$ cat src/rtl/adc_fe_pkg.sv
// adc_fe_pkg: shared pattern modes and word helpers for the ADC front-end emulator
package adc_fe_pkg;
  localparam int MAX_SAMPLE_BITS = 64;
  typedef enum logic [1:0] {PAT_DATA, PAT_TRAIN, PAT_RAMP, PAT_ZERO} pat_mode_e;
  function automatic int beats(input int sample_bits);
    return sample_bits / 2;
  endfunction
  function automatic logic [MAX_SAMPLE_BITS-1:0] train_word(input int sample_bits);
    logic [MAX_SAMPLE_BITS-1:0] w;
    for (int i = 0; i < MAX_SAMPLE_BITS; i++) w[i] = (i >= sample_bits / 2) && (i < sample_bits);
    return w;
  endfunction
endpackage

$ cat src/rtl/lane_serializer_core.sv
// lane_serializer_core: one lane, MSB-first rise/fall pairs with a toggleable one-bit delay
module lane_serializer_core #(
  parameter int SAMPLE_BITS = 16
) (
  input  logic                   dco_clk,
  input  logic                   rst,
  input  logic                   load,
  input  logic [SAMPLE_BITS-1:0] word,
  input  logic                   skew_pulse,
  output logic                   tx_rise,
  output logic                   tx_fall
);
  logic [SAMPLE_BITS-1:0] sh, src;
  logic skew, skew_n, ur, uf, prev_fall;
  // unskewed bit pair comes from the new word on a load, else from the shifter
  always_comb begin
    src = load ? word : sh;
    ur = src[SAMPLE_BITS-1];
    uf = src[SAMPLE_BITS-2];
    skew_n = skew ^ skew_pulse;
  end
  // skewed lane sends last cycle's fall bit first, delaying the stream by one bit
  always_ff @(posedge dco_clk) begin
    if (rst) begin
      sh <= '0;
      skew <= 1'b0;
      prev_fall <= 1'b0;
      tx_rise <= 1'b0;
      tx_fall <= 1'b0;
    end else begin
      sh <= src << 2;
      skew <= skew_n;
      prev_fall <= uf;
      tx_rise <= skew_n ? prev_fall : ur;
      tx_fall <= skew_n ? ur : uf;
    end
  end
endmodule

$ cat src/rtl/adc_lane_serializer.sv
// adc_lane_serializer: multi-lane DDR sample serializer with frame lane, patterns and skew injection
module adc_lane_serializer
  import adc_fe_pkg::*;
#(
  parameter int LANES       = 8,
  parameter int SAMPLE_BITS = 16
) (
  input  logic                         dco_clk,
  input  logic                         rst,
  input  logic                         s_valid,
  output logic                         s_ready,
  input  logic [LANES*SAMPLE_BITS-1:0] s_data,
  input  logic [1:0]                   pattern_mode,
  input  logic [LANES-1:0]             skew_pulse,
  output logic [LANES-1:0]             tx_rise,
  output logic [LANES-1:0]             tx_fall,
  output logic                         fco_rise,
  output logic                         fco_fall,
  output logic                         frame_start,
  output logic                         underrun
);
  localparam int BEATS = beats(SAMPLE_BITS);
  localparam int BW = $clog2(BEATS);
  localparam logic [BW-1:0] LAST = BW'(BEATS - 1);
  localparam logic [MAX_SAMPLE_BITS-1:0] TRAIN_FULL = train_word(SAMPLE_BITS);
  localparam logic [SAMPLE_BITS-1:0] TRAIN = TRAIN_FULL[SAMPLE_BITS-1:0];
  pat_mode_e mode;
  logic first, hold_valid, load, accept, avail;
  logic [BW-1:0] beat;
  logic [LANES*SAMPLE_BITS-1:0] hold_data, data_src;
  logic [SAMPLE_BITS-1:0] ramp;
  // a word arriving while hold is empty bypasses straight into a same-cycle load
  always_comb begin
    mode = pat_mode_e'(pattern_mode);
    load = first || beat == LAST;
    s_ready = !rst && (!hold_valid || load);
    accept = s_valid && s_ready;
    avail = hold_valid || accept;
    data_src = hold_valid ? hold_data : accept ? s_data : '0;
  end
  // frame timing, hold buffer, ramp source and sticky underrun
  always_ff @(posedge dco_clk) begin
    if (rst) begin
      first <= 1'b1;
      beat <= '0;
      hold_valid <= 1'b0;
      hold_data <= '0;
      ramp <= '0;
      underrun <= 1'b0;
      frame_start <= 1'b0;
    end else begin
      first <= 1'b0;
      beat <= load ? '0 : beat + 1'b1;
      hold_valid <= hold_valid ? (!load || accept) : (accept && !load);
      if (accept) hold_data <= s_data;
      ramp <= (load && mode == PAT_RAMP) ? ramp + 1'b1 : ramp;
      underrun <= underrun || (load && mode == PAT_DATA && !avail);
      frame_start <= load;
    end
  end
  for (genvar g = 0; g < LANES; g++) begin : g_lane
    logic [SAMPLE_BITS-1:0] word;
    // per-lane source chosen by the mode sampled at load
    always_comb word = mode == PAT_DATA ? data_src[g*SAMPLE_BITS +: SAMPLE_BITS] :
                       mode == PAT_TRAIN ? TRAIN : mode == PAT_RAMP ? ramp : '0;
    lane_serializer_core #(.SAMPLE_BITS(SAMPLE_BITS)) u_core (
      .dco_clk    (dco_clk),
      .rst        (rst),
      .load       (load),
      .word       (word),
      .skew_pulse (skew_pulse[g]),
      .tx_rise    (tx_rise[g]),
      .tx_fall    (tx_fall[g])
    );
  end
  lane_serializer_core #(.SAMPLE_BITS(SAMPLE_BITS)) u_fco (
    .dco_clk    (dco_clk),
    .rst        (rst),
    .load       (load),
    .word       (TRAIN),
    .skew_pulse (1'b0),
    .tx_rise    (fco_rise),
    .tx_fall    (fco_fall)
  );
endmodule

$ cat config.mk
export PLATFORM = sky130hd
export DESIGN_NAME = adc_lane_serializer
export DESIGN_NICKNAME = d
export VERILOG_FILES = /design/src/rtl/adc_fe_pkg.sv /design/src/rtl/lane_serializer_core.sv /design/src/rtl/adc_lane_serializer.sv
export SDC_FILE = /design/constraint.sdc
export NUM_CORES = 1
export LEC_CHECK = 0
export BUFFER_PORTS_ARGS = -buffer_cell sky130_fd_sc_hd__buf_2
export CORE_MARGIN = 2
export CORE_UTILIZATION = 50
export CTS_BUF_LIST = sky130_fd_sc_hd__clkbuf_16
export DETAILED_ROUTE_END_ITERATION = 8
export PLACE_DENSITY = 0.7
export SLEW_MARGIN = 20
export SYNTH_ARGS = -nofsm -noshare
export SYNTH_HDL_FRONTEND = slang
export SYNTH_HIERARCHICAL = 1
export SYNTH_SLANG_ARGS = --single-unit
$ cat constraint.sdc
create_clock -name dco_clk -period 7 [get_ports dco_clk]
set_clock_uncertainty 0.2 [all_clocks]
set_input_delay 0.7 -clock dco_clk [delete_from_list [all_inputs] [get_ports dco_clk]]
set_output_delay 0.7 -clock dco_clk [all_outputs]
set_load 0.02 [all_outputs]
==> metrics.md <==
| Metric | Value |
|---|---|
| Status | complete, no violations |
| Total die area | 0.0272 mm^2 |
| Drt first pass iters | 5 |
| Top post-synthesis cells by area | dfxtp_1, a221o_1, mux2i_1, nand2_1, a21oi_1 |
| YS warnings | 6 |
| Nets@finish | 1,614 |
| Hold Fails Final Rpt | 0 |
| Crit start category | flop |
| Post-layout util | 57.8% |
| Worst hold path type | flop to flop |
| # IOs | 162 |
| Commonest cells in the synthesized netlist | dfxtp_1, nand2_1, a21oi_1 |
| CP Launch Point | beat[0] |
| Sequential area share after synthesis | 48.4% |
| Most used DFF post-synth | dfxtp_1 |
| Worst-path clk slew | 0.06 ns |
| Flop-to-flop setup slack | 2.91 ns |
| F_max | 244 MHz |
| Layout cells sized above 1 | 18.0% |
| Dpl hpwl | 19.1 mm |
| Synth Cell Area | 0.0130 mm^2 |
| Lkg Pwr | 6.26 nW |
| Tmin final | 4.09 ns |
| Die Ht | 165 um |
| Max-slew headroom | 31.3% |
| TritonCTS clock tree | built |
| Number of nets with antenna violations after routing | 0 |
| RR Endpoint | g_lane[2].u_core/tx_rise |
| First-pass GRT wire length | 51.2 mm |
| Synth Register Bits | 313 |
| Clock Tree Buf Depth | 3 |
| Setup bufs post-CTS | 0 |
| GP Congestion | 0.748 |
| Layout overhead on the synthesized area | 13.0% |
| CP endpoint kind | flop |
| Row cnt | 58 |
| Initial Util | 51.1% |
| Worst reg2reg path startpoint | beat[0] |
| Via count | 10,300 |
| Cells after Synth | 1,370 |
| Final wirelength | 33.4 mm |
| Hold depth | 1 |
| Vias per Instance | 5.65 |
| Post-synth top area share | 48.4% |
| CTS HTree Levels | 2 |
| P per Cell Area | 268 mW/mm^2 |
| Post-CTS Hold Buffers | 0 |
| Distinct cells, synth | 44 |
| Number of global-route vias before repair | 9,498 |
| Port bufs | 161 |
| Maximum vdd drop | 173 uV |
| R2r worst-path depth | 10 |
| Worst Setup EP | g_lane[2].u_core/tx_rise |
| Worst skew pair latency | 0.51 ns |
| Final setup viols | 0 |
| Root buffer cell | clkbuf_16 |
| Hold slack | 0.233 ns |
| Mean post-synth cell area | 9.46 um^2 |
| Worst Tran Pin Value | 1.03 ns |
| WP data arrival | 4.32 ns |
| GR Util All Layers | 24.1% |
| Initial antenna violation count | 1 |
| CP Max Fanout | 75 |
| Residual DRC count | 0 |
| Max-slew violations | 0 |
| Fin crit share | 58.5% |
| GRT overflow | 0 |
| WP data required | 7.22 ns |
| Core area | 0.0253 mm^2 |
| RSZ-0062 raised after global routing | no |
| Post-CTS Resized | 0 |
| Cell taking the most area after synthesis | dfxtp_1 |
| Initial DRC count | 1,043 |
| Routed len/inst | 18.3 um |
| Max-cap violations | 0 |
| Kind of critical path | flop to flop |
| Pin count of the biggest net entering global routing | 140 |
| TritonCTS Buffers | 34 |
| Die W | 165 um |
| Top-count cell post-synth | dfxtp_1 |
| Setup_tns | 0 ns |
| EDFF count, synth | 0 |
| Fraction of registers with async set/reset | 0% |
| Clk sinks | 313 |
| Hold path startpoint | beat[0] |
## placed cells by master (no fill, tap or decap), types with 2 or more instances in the layout
| master | count |
|---|---|
| and3b_1 | 18 |
| xnor2_1 | 6 |
| o21ai_0 | 3 |
| nor3_1 | 3 |
| or4_1 | 2 |
| clkbuf_16 | 37 |
| ha_1 | 3 |
| or3_1 | 4 |
| mux2i_1 | 127 |
| a2bb2oi_2 | 9 |
| buf_4 | 9 |
| nor2_2 | 19 |
| and2_1 | 6 |
| buf_2 | 160 |
| a21oi_1 | 135 |
| nand3_1 | 5 |
| nand2_1 | 260 |
| o211ai_1 | 2 |
| and3_1 | 3 |
| inv_1 | 29 |
| xnor2_2 | 9 |
| xor2_1 | 3 |
| nor2_1 | 133 |
| clkinv_2 | 5 |
| o31ai_1 | 2 |
| dfxtp_1 | 313 |
| a211oi_2 | 9 |
| conb_1 | 17 |
| nor4_1 | 4 |
| clkinv_1 | 3 |
| nor2b_1 | 2 |
| a21o_1 | 8 |
| a221o_1 | 128 |
## metal layers
layer	vias to the layer above	wire [um]	track usage (%)
met1	4899	14700	33.1
met5	-	0	0
met3	68	2270	3.52
met2	362	15400	38.6
li1	4978	-	-
met4	0	1020	8.62
## sequential cells by signal, indices dropped and copies added, names as in the netlist, 3 cells and up
register,flops
beat,3
g_lane.u_core/prev_fall,8
g_lane.u_core/sh,112
g_lane.u_core/skew,8
g_lane.u_core/tx_fall,8
g_lane.u_core/tx_rise,8
hold_data,128
ramp,16
u_fco/sh,14
## critical path, stage by stage (launching register included)
cell and delay [ns]:
dfxtp_1 0.33, ha_1 0.15, ha_1 0.18, nor2_2 0.15
a211oi_4 0.25, buf_4 0.51, and2_4 0.87, buf_4 0.66
a221o_1 0.25, mux2i_1 0.12, a211oi_2 0.27
## per-stage QoR
stage / setup slack [ns] / std cells / power (mW) / cell area [um^2]
3_5_place_dp: 2.52 / 1764 / 2.32 / 13600
4_1_cts: 2.53 / 1823 / 3.95 / 14600
2_1_floorplan: 4.46 / 1385 / 2.20 / 13000
3_3_place_gp: 2.59 / 1764 / 2.31 / 13600
6_report: 2.91 / 1824 / 3.92 / 14600
5_1_grt: 2.68 / 1824 / 4.06 / 14600
## how the worst min path moves through the flow
stage,endpoint,slack (ns)
after floorplan,beat[0],0.21
after global placement,beat[0],0.22
after detailed placement,beat[0],0.23
after CTS,hold_data[99],0.23
after global routing,hold_data[101],0.24
final,beat[0],0.23
## where the power goes
part           internal (mW)  total, mW  switching [mW]
Sequential              1.86       1.89          0.0310
Combinational          0.153      0.392           0.239
Clock                  0.946       1.64           0.693
## logic make-up after synthesis
logic type      count (synthesis)  synth area share [%]
compound gates                299                  18.0
xor+xnor                       18                  1.74
fa+ha+maj                       3                 0.290
buf+inv                       139                  6.21
flops                         313                  48.4
mux                           128                  9.90
other cells                     2                0.0580
simple gates                  468                  15.4
## cell type report
type | count | area (um^2)
multi-input cells | 933 | 5960
well taps | 330 | 413
clock buffers | 37 | 926
inverters | 17 | 71.3
repair buffers | 171 | 903
clock inverters | 22 | 93.8
flip-flops and latches | 313 | 6270
fillers | 2227 | 10700
diodes | 1 | 2.50
Note: power is estimated with default switching activity, not from simulation.
